<file path="src/rtl/sram_ctrl_pkg.sv">
// Shared types and constants for the SRAM port controller and its response FIFO.
package sram_ctrl_pkg;

  // Controller phase: clear sweep after reset, then normal request service.
  typedef enum logic {
    ST_INIT,
    ST_RUN
  } state_t;

  // Defaults match the sky130_sram_2rw_32x128_32 macro.
  localparam int DEF_DATA_WIDTH = 32;
  localparam int DEF_ADDR_WIDTH = 7;

  // Width of an occupancy counter that must represent 0..depth inclusive.
  function automatic int count_width(input int depth);
    return $clog2(depth + 1);
  endfunction

endpackage

</file>
<file path="src/rtl/sram_rsp_fifo.sv">
// Small synchronous FIFO holding read data until the client pops it.
module sram_rsp_fifo
  import sram_ctrl_pkg::*;
#(
  parameter int DATA_WIDTH = DEF_DATA_WIDTH,
  parameter int RSP_DEPTH  = 2,
  localparam int CW = count_width(RSP_DEPTH),
  localparam int PW = (RSP_DEPTH > 1) ? $clog2(RSP_DEPTH) : 1
) (
  input  logic                  clk,
  input  logic                  rst_n,
  input  logic                  push,
  input  logic [DATA_WIDTH-1:0] push_data,
  input  logic                  pop,
  output logic [DATA_WIDTH-1:0] pop_data,
  output logic [CW-1:0]         count,
  output logic                  empty,
  output logic                  full
);

  logic [DATA_WIDTH-1:0] mem [RSP_DEPTH];
  logic [PW-1:0]         wr_ptr;
  logic [PW-1:0]         rd_ptr;

  // Pointer increment that wraps at RSP_DEPTH, so non-power-of-two depths work.
  function automatic logic [PW-1:0] ptr_next(input logic [PW-1:0] ptr);
    return (ptr == PW'(RSP_DEPTH - 1)) ? '0 : ptr + PW'(1);
  endfunction

  // Data storage written on push.
  // NOTE: storage has no reset; empty gates the head output, so stale words are never visible.
  always_ff @(posedge clk) begin
    if (push) mem[wr_ptr] <= push_data;
  end

  // Pointer and occupancy bookkeeping; push and pop together leave count unchanged.
  // NOTE: sequential state uses non-blocking assignments so all registers update from pre-edge values.
  always_ff @(posedge clk or negedge rst_n) begin
    if (!rst_n) begin
      wr_ptr <= '0;
      rd_ptr <= '0;
      count  <= '0;
    end else begin
      if (push) wr_ptr <= ptr_next(wr_ptr);
      if (pop)  rd_ptr <= ptr_next(rd_ptr);
      case ({push, pop})
        2'b10:   count <= count + CW'(1);
        2'b01:   count <= count - CW'(1);
        default: ;
      endcase
    end
  end

  assign empty    = (count == '0);
  assign full     = (count == CW'(RSP_DEPTH));
  assign pop_data = empty ? '0 : mem[rd_ptr];

endmodule

</file>
<file path="src/rtl/sram_port_ctrl.sv">
// Initiator for one RW port of an OpenRAM 2RW macro: clear sweep after reset,
// then valid/ready requests to registered csb/web/addr/din strobes, with read
// data captured into a credit-limited response FIFO.
module sram_port_ctrl
  import sram_ctrl_pkg::*;
#(
  parameter int                    DATA_WIDTH = DEF_DATA_WIDTH,
  parameter int                    ADDR_WIDTH = DEF_ADDR_WIDTH,
  parameter int                    RSP_DEPTH  = 2,
  parameter bit                    INIT_EN    = 1'b1,
  parameter logic [DATA_WIDTH-1:0] INIT_VALUE = '0
) (
  input  logic                  clk,
  input  logic                  rst_n,
  input  logic                  req_valid,
  output logic                  req_ready,
  input  logic                  req_we,
  input  logic [ADDR_WIDTH-1:0] req_addr,
  input  logic [DATA_WIDTH-1:0] req_wdata,
  output logic                  rsp_valid,
  input  logic                  rsp_ready,
  output logic [DATA_WIDTH-1:0] rsp_rdata,
  output logic                  init_done,
  output logic                  sram_csb,
  output logic                  sram_web,
  output logic [ADDR_WIDTH-1:0] sram_addr,
  output logic [DATA_WIDTH-1:0] sram_din,
  input  logic [DATA_WIDTH-1:0] sram_dout
);

  localparam int CW  = count_width(RSP_DEPTH);
  localparam int CW1 = CW + 1;
  localparam logic [ADDR_WIDTH-1:0] LAST_ADDR = '1;

  state_t                state;
  logic [ADDR_WIDTH-1:0] init_addr;
  logic                  init_last;
  logic                  inflight;
  logic [CW-1:0]         fifo_count;
  logic                  fifo_empty;
  logic                  fifo_full;
  logic                  pop;
  logic                  accept;
  logic [CW1-1:0]        credit_used;

  assign rsp_valid = !fifo_empty;
  assign pop       = rsp_valid && rsp_ready;

  // Slots already claimed: queued words plus the read in flight, less the one leaving now.
  assign credit_used = CW1'(fifo_count) + CW1'(inflight) - CW1'(pop);

  // Ready is a function of controller state only, never of req_valid; the full
  // term is implied by the credit test but keeps the FIFO guarded on its own.
  assign req_ready = init_done && (state == ST_RUN) &&
                     (credit_used < CW1'(RSP_DEPTH)) && !(fifo_full && !pop);
  assign accept    = req_valid && req_ready;

  // Controller FSM: drives every macro strobe from a register so the macro sees clean edges.
  always_ff @(posedge clk or negedge rst_n) begin
    if (!rst_n) begin
      state     <= INIT_EN ? ST_INIT : ST_RUN;
      init_addr <= '0;
      init_last <= 1'b0;
      inflight  <= 1'b0;
      init_done <= 1'b0;
      sram_csb  <= 1'b1;
      sram_web  <= 1'b1;
      sram_addr <= '0;
      sram_din  <= '0;
    end else begin
      case (state)
        ST_INIT: begin
          inflight <= 1'b0;
          if (init_last) begin
            sram_csb  <= 1'b1;
            sram_web  <= 1'b1;
            state     <= ST_RUN;
            init_done <= 1'b1;
          end else begin
            sram_csb  <= 1'b0;
            sram_web  <= 1'b0;
            sram_addr <= init_addr;
            sram_din  <= INIT_VALUE;
            // Counter parks on the top address instead of wrapping to 0.
            if (init_addr == LAST_ADDR) init_last <= 1'b1;
            else                        init_addr <= init_addr + ADDR_WIDTH'(1);
          end
        end
        ST_RUN: begin
          init_done <= 1'b1;
          sram_csb  <= !accept;
          sram_web  <= !(accept && req_we);
          if (accept) begin
            sram_addr <= req_addr;
            sram_din  <= req_wdata;
          end
          inflight  <= accept && !req_we;
        end
        default: state <= ST_INIT;
      endcase
    end
  end

  // dout is captured only the edge after a read was issued, so idle-cycle X never enters the FIFO.
  sram_rsp_fifo #(
    .DATA_WIDTH (DATA_WIDTH),
    .RSP_DEPTH  (RSP_DEPTH)
  ) u_rsp_fifo (
    .clk       (clk),
    .rst_n     (rst_n),
    .push      (inflight),
    .push_data (sram_dout),
    .pop       (pop),
    .pop_data  (rsp_rdata),
    .count     (fifo_count),
    .empty     (fifo_empty),
    .full      (fifo_full)
  );

endmodule

</file>
<file path="config.mk">
export PLATFORM = sky130hd
export DESIGN_NAME = sram_port_ctrl
export DESIGN_NICKNAME = d
export VERILOG_FILES = /design/src/rtl/sram_ctrl_pkg.sv /design/src/rtl/sram_rsp_fifo.sv /design/src/rtl/sram_port_ctrl.sv
export SDC_FILE = /design/constraint.sdc
export NUM_CORES = 1
export LEC_CHECK = 0
export CAP_MARGIN = 20
export CORE_UTILIZATION = 50
export CTS_CLUSTER_SIZE = 25
export DETAILED_ROUTE_END_ITERATION = 8
export GPL_TIMING_DRIVEN = 0
export PLACE_DENSITY = 0.88
export SLEW_MARGIN = 25
export SYNTH_ARGS = -nofsm -noshare
export SYNTH_HDL_FRONTEND = slang
export SYNTH_SLANG_ARGS = --single-unit
</file>
<file path="constraint.sdc">
create_clock -name clk -period 6.3 [get_ports clk]
set_clock_uncertainty 0.15 [all_clocks]
set_input_delay 0.63 -clock clk [delete_from_list [all_inputs] [get_ports clk]]
set_output_delay 0.63 -clock clk [all_outputs]
set_load 0.02 [all_outputs]
</file>
# Word-level counts from Yosys, hierarchy flattened
# Memory sizes are Yosys's and may differ from the RTL's.
# Cells that the tools add are included.
[totals] reg_bits=56 latchBits=0 mem_bits_rw=64 mem_bits_ro=0 in_bits=76 output_inout_bits=76 word_cells=70 memories=1
[mem_list] name="u_rsp_fifo.mem" depth=2 width=32 rd=1 rd_ports_with_merged_regs=0 write_ports=1 line_no="sram_rsp_fifo.sv:21" text="logic [DATA_WIDTH-1:0] mem [RSP_DEPTH];"
[op_classes] addsub=7 mul=0 div=0 order_cmp=1 eq_ne=7 n_shift=0 mux=21 bitwise=3 n_reduce_logical=18
[ops] cell="$mux W32" n=3
[ops] cell="$pmux W32 S2" n=1
[ops] cell="$mux W7" n=2
[ops] cell="$pmux W7 S2" n=1
[ops] cell="$mux W1" n=9
[ops] cell="$logic_and A1 B1 Y1" n=8
[ops] cell="$pmux W1 S2" n=4
[ops] cell="$add A7 B1 Y7 const B" n=1
[ops] cell="$eq A7 B7 Y1 const B" n=1
[ops] cell="$logic_not A1 Y1" n=6
[ops] cell="$eq A2 B2 Y1 const B" n=2
[ops] cell="$ne A2 B2 Y1 const B" n=2
[ops] cell="$pmux W2 S2" n=1
[ops] cell="$add A2 B1 Y3" n=1
[ops] cell="$lt A3 B2 Y1 const B" n=1
[ops] cell="$not A1 Y1" n=3
[ops] cell="$reduce_and A3 Y1" n=1
[ops] cell="$sub A3 B1 Y3" n=1
[ops] cell="$add A1 B1 Y1 const B" n=2
[ops] cell="$add A2 B1 Y2 const B" n=1
[ops] cell="$eq A2 B1 Y1 const B" n=1
[ops] cell="$logic_not A2 Y1" n=1
[ops] cell="$ne A2 B1 Y1 const B" n=1
[ops] cell="$reduce_and A2 Y1" n=1
[ops] cell="other kinds (2)" n=2

# Depth between registers and ports, before layout
# Gate-level depths: netlist of the first run.
[logic_depth] depth_word=11 mapped_depth=9

# Cells and area by module
# From an unflattened synthesis of the first run, not the netlist that was laid out.
[unflattened] hier_cells=372 area_unflattened_um2=5016.1
[by_module_without_submodules] module="sram_rsp_fifo" instances=1 cells_per_inst=151 area_per_inst_um2=2605.0 seq_area_each_um2=2021.9
[by_module_without_submodules] module="sram_port_ctrl" instances=1 cells_per_inst=221 area_per_inst_um2=2411.1 seq_area_each_um2=1303.8

# Worst setup path after synthesis of the first run
# Ideal clock, no wire load.
[synth_timing] kind="in2out" from="input port rsp_ready" to="output port req_ready" arrival_ns=2.027 slack_ns=3.493 cell_stages=6 path_buffers=0 cell_sequence="nand2_1 nor2_1 o21ai_0 fa_1 or2_4 a21oi_1"
[synth_via] elab_chain_cells=5 word_cells_on_any_way=8
[synth_rtl] element="start, declared" line_no="sram_port_ctrl.sv:21" text="input logic rsp_ready,"
[synth_rtl] element="$logic_and A1 B1 Y1 (*)" line_no="sram_port_ctrl.sv:47" text="assign pop = rsp_valid && rsp_ready;"
[synth_rtl] element="$sub A3 B1 Y3 or $logic_not A1 Y1 (tied branches)" line_no="sram_port_ctrl.sv:50, sram_port_ctrl.sv:55"
[synth_rtl] element="$lt A3 B2 Y1 or $logic_and A1 B1 Y1 (tied branches)" line_no="sram_port_ctrl.sv:55" text="(credit_used < CW1'(RSP_DEPTH)) && !(fifo_full && !pop);"
[synth_rtl] element="$logic_and A1 B1 Y1 or $logic_not A1 Y1 (tied branches)" line_no="sram_port_ctrl.sv:54, sram_port_ctrl.sv:55"
[synth_rtl] element="$logic_and A1 B1 Y1 (*)" line_no="sram_port_ctrl.sv:55"
[synth_rtl] element="end, declared" line_no="sram_port_ctrl.sv:16" text="output logic req_ready,"
# Every way passes the cells marked *; elsewhere a longest branch is shown, timed or not.

# Worst setup path in the final report of the first run
# Ends and elaborated chain as after synthesis.

==> run_results.csv, run 1 <==
group,metric,value,unit
status,status,"complete, no violations",
clock_tree,cts_tree,"built",
drt,drt-vias-per-instance,5.08,
timing,rsz0062_at_grt,"false",
power,p_total,1.94,mW
global_route,use_met1,26.9,%
synth,yosysSeqAreaShare,69.4,%
worst_setup_path,required,5520,ps
drt,drtIter0Drc,121,
floorplanning,die_h,99.9,microns
worst_setup_path,path_class,"primary input to output pin",
synth,ys.flop_type,"edfxtp_1",
clock_tree,numCtsBuffers,17,
run,cap_viol_max_count,0,
drt,detail_route.wirelength,11100,microns
timing,max_freq,255,MHz
layout,drive_gt1_share,9.80,%
clock_tree,clk_path_buf_depth,2,
timing,setup_tns,0,ps
floorplanning,die-area,9990,sq um
synth,synth_top_area_share,40.1,%
layout,layout_commonest_cell,"clkdlybuf4s50_1",
worst_setup_path,cp_max_fo,5,
floorplanning,initial_utilization,51.6,%
drt,drc_errors,0,
synth,synth_enable_flop_cells,64,
power,ir_drop,0.190,mV
drt,first_pass_iters,4,
global_route,grt_pass1_wl,17900,microns
clock_tree,cts_hold_buf,1,
synth,synth.avg_cell_area,12.8,sq um
floorplanning,coreArea,9280,sq um
global_route,gr-usage-all-layers,23.9,%
floorplanning,fp-row-count,35,
timing,worst_pin_slew,539,ps
synth,synth.area.top_cells,"edfxtp_1 (40%), dfrtp_1 (28%), mux2i_1 (7.9%), nand2_1 (5.3%), nand3_1 (4.5%)",
worst_setup_path,start_kind,"primary input",
drt,routedWlPerCell,16.0,microns
global_route,first_global_vias,3742,
layout,final_cell_mix,"clkdlybuf4s50_1 (150), nand2_1 (68), edfxtp_1 (64), dfrtp_1 (54), nand3_1 (43)",
place,hpwlAfterDp,7850,microns
clock_tree,ctsResizeCount,0,
synth,synth_fp_nets,452,
clock_tree,cts.clk_slew.worst_paths,50,ps
synth,synth_area,4790,sq um
layout,antennaDiodeCount,0,
power,total_leakage_power,2.96,nW
synth,synth.largest_area_cell,"edfxtp_1",
global_route,overflow,0,
timing,period_minus_slack,3920,ps
worst_setup_path,arrival,3140,ps
global_route,grt-busiest-layer,"met2",
clock_tree,root_buffer,"clkbuf_8",
drt,vias,3503,
power,power_density,272,nW/um^2
clock_tree,cts_num_sinks,120,
layout,syn2layout_area_growth,48.6,%
clock_tree,post_cts_buffers,0,
clock_tree,clock_latency,500,ps
place,gp_congestion,0.784,
timing,slew_violations,0,
global_route,antenna_found_initial,0,
floorplanning,io_pins,152,
layout,final_nets,626,
worst_hold_path,hp-class,"flip-flop to flip-flop",
synth,synth-seq-cells,120,
drt,ant_nets,0,
synth,netlist-cell-type-count,35,
synth,synth_warnings,0,
timing,fin_crit_sh,62.2,%
place,port-buffer-count,151,
timing,hold_viol_final,0,
global_route,grt_start_max_net_pins,50,
floorplanning,die_x,99.9,microns
global_route,use_met3,8.43,%
worst_setup_path,endpoint_kind,"output pin",
synth,netlist_instances,374,
timing,slew-limit-headroom,63.9,%
synth,synthArstFlopShare,46.7,%
timing,setup_viol,0,
clock_tree,htreeDepth,4,
global_route,grt_use_met2,41.9,%
synth_stat cells (2+ instances only):
library cell  number
nor2b_1            3
nand2_1           68
buf_4              3
o21ai_1            7
clkbuf_1           6
buf_6              7
buf_1              3
mux2i_1           38
nand3_1           43
a21o_1             2
inv_1              3
dfstp_2            2
nor2_1            39
edfxtp_1          64
xor2_1             4
a21oi_1            6
o21ai_0            2
dfrtp_1           54
xnor2_1            3
nor2_2             2
per-stage QoR:
step | worst slack (ps) | util, % | instance area [sq um] | cells | hold WS [ps]
after floorplan | 3490 | - | 4790 | 374 | 184
after global placement | 2480 | 69.7 | 6470 | 654 | 312
after detailed placement | 2400 | 70.5 | 6540 | 657 | 315
after CTS | 2370 | 76.7 | 7120 | 690 | 324
after global routing | 2240 | 76.7 | 7120 | 690 | 352
final | 2380 | 76.7 | 7120 | 690 | 331
worst paths after layout:
kind / slack (ps) / endpoint / cells past startpoint / startpoint
worst max-delay path: 2380 / req_ready / 8 / rsp_ready
worst min-delay path: 330 / init_addr[6]$_DFFE_PN0P_ / 1 / init_addr[6]$_DFFE_PN0P_
worst max register to register: 3760 / sram_addr[6]$_DFFE_PN0P_ / 9 / u_rsp_fifo.count[1]$_DFFE_PN0P_
worst min register to register: 330 / init_addr[6]$_DFFE_PN0P_ / 1 / init_addr[6]$_DFFE_PN0P_
max in group asynchronous: 5120 / sram_web$_DFF_PN1_ / 3 / rst_n
min in group asynchronous: 360 / init_addr[1]$_DFFE_PN0P_ / 2 / rst_n
registers in the layout, indices dropped and copies added (netlist names):
signal and count:
sram_csb 1, init_addr 7, u_rsp_fifo.rd_ptr 1, init_last 1, sram_din 32, init_done 1, inflight 1, sram_addr 7
sram_web 1, state 1, u_rsp_fifo.mem 64, u_rsp_fifo.wr_ptr 1, u_rsp_fifo.count 2
kinds of logic (layout without fill, tap and decap cells):
| family | count (synthesis) | after routing | synth area share [%] |
|---|---|---|---|
| AOI/OAI and AO/OA | 23 | 23 | 3.16 |
| xor gates and xnor gates | 7 | 7 | 1.28 |
| adders and majority gates | 2 | 2 | 0.678 |
| buffers and inverters | 23 | 210 | 3.16 |
| DFF | 120 | 120 | 69.4 |
| muxes | 39 | 39 | 8.17 |
| and+or+nand+nor | 160 | 160 | 14.2 |
metal layers:
layer | vias up | routed length, microns
met5 | - | 0
met4 | 0 | 167
met3 | 18 | 871
met2 | 134 | 5780
met1 | 1704 | 4240
li1 | 1647 | -
critical path, cell delays in order:
cell	delay, ps
clkdlybuf4s50_1	570
nand2_1	80
nor2_1	200
o21ai_0	150
fa_1	440
or2_4	280
a21oi_1	150
clkdlybuf4s50_1	650
cell type report:
cell class / count / area, sq um
plain buffers: 20 / 140
clock buffers: 25 / 507
clock inverters: 7 / 65.1
fillers: 617 / 2160
inverters: 3 / 11.3
multi-input cells: 231 / 1330
flip-flops and latches: 120 / 3330
well taps: 129 / 161
repair buffers: 155 / 1590
where the power goes:
part | total [mW] | switching [mW] | internal [mW] | leakage (nW)
Sequential | 0.832 | 0.000633 | 0.832 | 1.32
Clock | 0.905 | 0.317 | 0.588 | 0.278
Combinational | 0.199 | 0.0880 | 0.111 | 1.35
(Power assumes the default switching activity.)
==> inputs of run 2 (changes only) <==
--- a/config.mk
+++ b/config.mk
@@ -6,11 +6,11 @@
 export NUM_CORES = 1
 export LEC_CHECK = 0
 export CAP_MARGIN = 20
-export CORE_UTILIZATION = 50
+export CORE_UTILIZATION = 42
 export CTS_CLUSTER_SIZE = 25
 export DETAILED_ROUTE_END_ITERATION = 8
 export GPL_TIMING_DRIVEN = 0
-export PLACE_DENSITY = 0.88
+export PLACE_DENSITY = 0.79
 export SLEW_MARGIN = 25
 export SYNTH_ARGS = -nofsm -noshare
 export SYNTH_HDL_FRONTEND = slang
==> constraint.sdc (replaced) <==
create_clock -name clk -period 3.6 [get_ports clk]
set_clock_uncertainty 0.15 [all_clocks]
set_input_delay 0.36 -clock clk [delete_from_list [all_inputs] [get_ports clk]]
set_output_delay 0.36 -clock clk [all_outputs]
set_load 0.02 [all_outputs]
==> run 2 against run 1 <==
Net effect:
- first-iteration DRC count is 6.6% higher
- clock power is 77% higher
- die area is 19% higher
- total power is 75% higher
- largest power group unchanged
- critical path type unchanged
- via count is 4.1% lower
- utilization is 12 points lower
==> run_results.csv, run 2 (synthesized netlist as in run 1, its figures left out) <==
group,metric,value,unit
status,status,"complete, no violations",
place,hpwlAfterDp,7360,microns
floorplanning,fp-row-count,38,
place,postPlaceCellArea,6560,sq um
clock_tree,htreeDepth,4,
clock_tree,numCtsBuffers,17,
clock_tree,clk_path_buf_depth,2,
timing,rsz0062_at_grt,"false",
floorplanning,initial_utilization,43.7,%
floorplanning,die_x,109,microns
global_route,gr-usage-all-layers,18.6,%
drt,drtIter0Drc,129,
power,total_leakage_power,2.97,nW
clock_tree,cts_tree,"built",
layout,final_cell_mix,"clkdlybuf4s50_1 (150), nand2_1 (68), edfxtp_1 (64), dfrtp_1 (54), nand3_1 (43)",
drt,drt-vias-per-instance,4.79,
worst_setup_path,crit_chain,"clkdlybuf4s50_1 > nand2_1 > nor2_1 > o21ai_0 > fa_1 > or2_4 > a21oi_1 > clkdlybuf4s50_1",
floorplanning,io_pins,152,
power,sw_frac_of_total,22.2,%
power,ir_drop,0.244,mV
clock_tree,post_cts_buffers,0,
place,pre_cts_ws,267,ps
global_route,use_met1,23.0,%
global_route,grt_pass1_wl,16400,microns
global_route,grt_use_met2,29.2,%
timing,worst_pin_slew,481,ps
worst_setup_path,arrival,2850,ps
timing,setup_tns,0,ps
run,cap_viol_max_count,0,
layout,stdcell_area,7140,sq um
power,power_frac_clock,47.1,%
worst_setup_path,slowest_delay,640,ps
clock_tree,clock_latency,400,ps
drt,drc_errors,0,
worst_setup_path,cp_top_family,"buffers and inverters",
power,pwr-share-comb,10.0,%
worst_setup_path,cp_max_fo,5,
global_route,grt_start_max_net_pins,44,
power,seqPwrFrac,42.9,%
layout,layout_commonest_cell,"clkdlybuf4s50_1",
clock_tree,root_buffer,"clkbuf_16",
place,gp_congestion,0.777,
worst_setup_path,slowest_stage,"clkdlybuf4s50_1",
layout,largest_reg_flops,64,
timing,hold_viol_final,0,
layout,syn2layout_area_growth,49.0,%
layout,top_regs,"u_rsp_fifo.mem (64), sram_din (32)",
layout,final_nets,626,
timing,slew_violations,0,
worst_setup_path,critPathMostFrequentCell,"clkdlybuf4s50_1",
worst_setup_path,path_class,"primary input to output pin",
power,internal-power,2.64,mW
timing,layout_setup_ws,245,ps
power,p_sw,755,uW
global_route,antenna_found_initial,0,
timing,period_minus_slack,3360,ps
drt,vias,3359,
worst_setup_path,crit_buf_inv,2,
timing,fin_crit_sh,93.2,%
clock_tree,cts_num_sinks,120,
worst_setup_path,start_kind,"primary input",
layout,drive_gt1_share,10.5,%
drt,routedWlPerCell,14.6,microns
layout,max_flop_register,"u_rsp_fifo.mem",
layout,antennaDiodeCount,0,
worst_hold_path,hp-class,"primary input to asynchronous set/reset pin",
timing,slew-limit-headroom,67.9,%
worst_setup_path,endpoint_kind,"output pin",
clock_tree,cts.clk_slew.worst_paths,60,ps
place,port-buffer-count,151,
drt,detail_route.wirelength,10200,microns
worst_setup_path,required,3090,ps
drt,first_pass_iters,4,
floorplanning,die-area,11800,sq um
global_route,first_global_vias,3416,
drt,ant_nets,0,
power,power_density,475,nW/um^2
floorplanning,coreArea,11000,sq um
floorplanning,die_h,109,microns
timing,max_freq,298,MHz
global_route,overflow,0,
timing,setup_viol,0,
global_route,use_met3,8.85,%
global_route,grt-busiest-layer,"met2",
## run 2: layout make-up
cell class,count,area (sq um)
fill,846,3840
sequential,120,3330
timing repair buffer,155,1590
multi-input combinational,231,1330
clock buffer,19,453
tap,140,175
buffer,20,140
clock inverter,13,116
inverter,3,11.3
## run 2: timing repair
action,4_1_cts,5_1_grt
hold endpoints to repair,55,0
hold buffers,1,0
gates resized for setup,0,0
## run 2: power groups by stage
| stage | registers [mW] | clock network (mW) | logic [mW] |
|---|---|---|---|
| floorplan | 1.48 | 0 | 0.209 |
| global placement | 1.48 | 0 | 0.337 |
| detailed placement | 1.48 | 0 | 0.343 |
| CTS | 1.46 | 1.62 | 0.346 |
| global route | 1.46 | 1.69 | 0.367 |
| finish | 1.46 | 1.60 | 0.341 |
## run 2: layer usage
| metal | share of wire [%] | vias to the layer above |
|---|---|---|
| met5 | 0 | - |
| met4 | 0.49 | 0 |
| met3 | 10 | 9 |
| met2 | 47 | 137 |
| met1 | 42 | 1568 |
| li1 | - | 1645 |
## run 2: path summary, 6_finish.rpt
kind                                            startpoint                  endpoint  slack, ps  depth (start not counted)
min in group clk                             req_wdata[28]  sram_din[28]$_DFFE_PN0P_        330                          3
min                                                  rst_n  init_addr[4]$_DFFE_PN0P_        200                          2
max reg2reg                u_rsp_fifo.count[1]$_DFFE_PN0P_  sram_addr[0]$_DFFE_PN0P_       1040                          9
max in group asynchronous                            rst_n        sram_web$_DFF_PN1_       2570                          3
min reg2reg                       init_addr[6]$_DFFE_PN0P_  init_addr[6]$_DFFE_PN0P_        330                          1
max                                              rsp_ready                 req_ready        240                          8
## run 2: metrics by stage
stage          utilization [%]  total power [mW]  cells  hold slack [ps]
2_1_floorplan                -              1.69    374            -85.6
3_3_place_gp              59.0              1.82    665              312
3_5_place_dp              59.8              1.83    668             74.2
4_1_cts                   65.0              3.43    701              182
5_1_grt                   65.0              3.51    701              186
6_report                  65.0              3.39    701              196
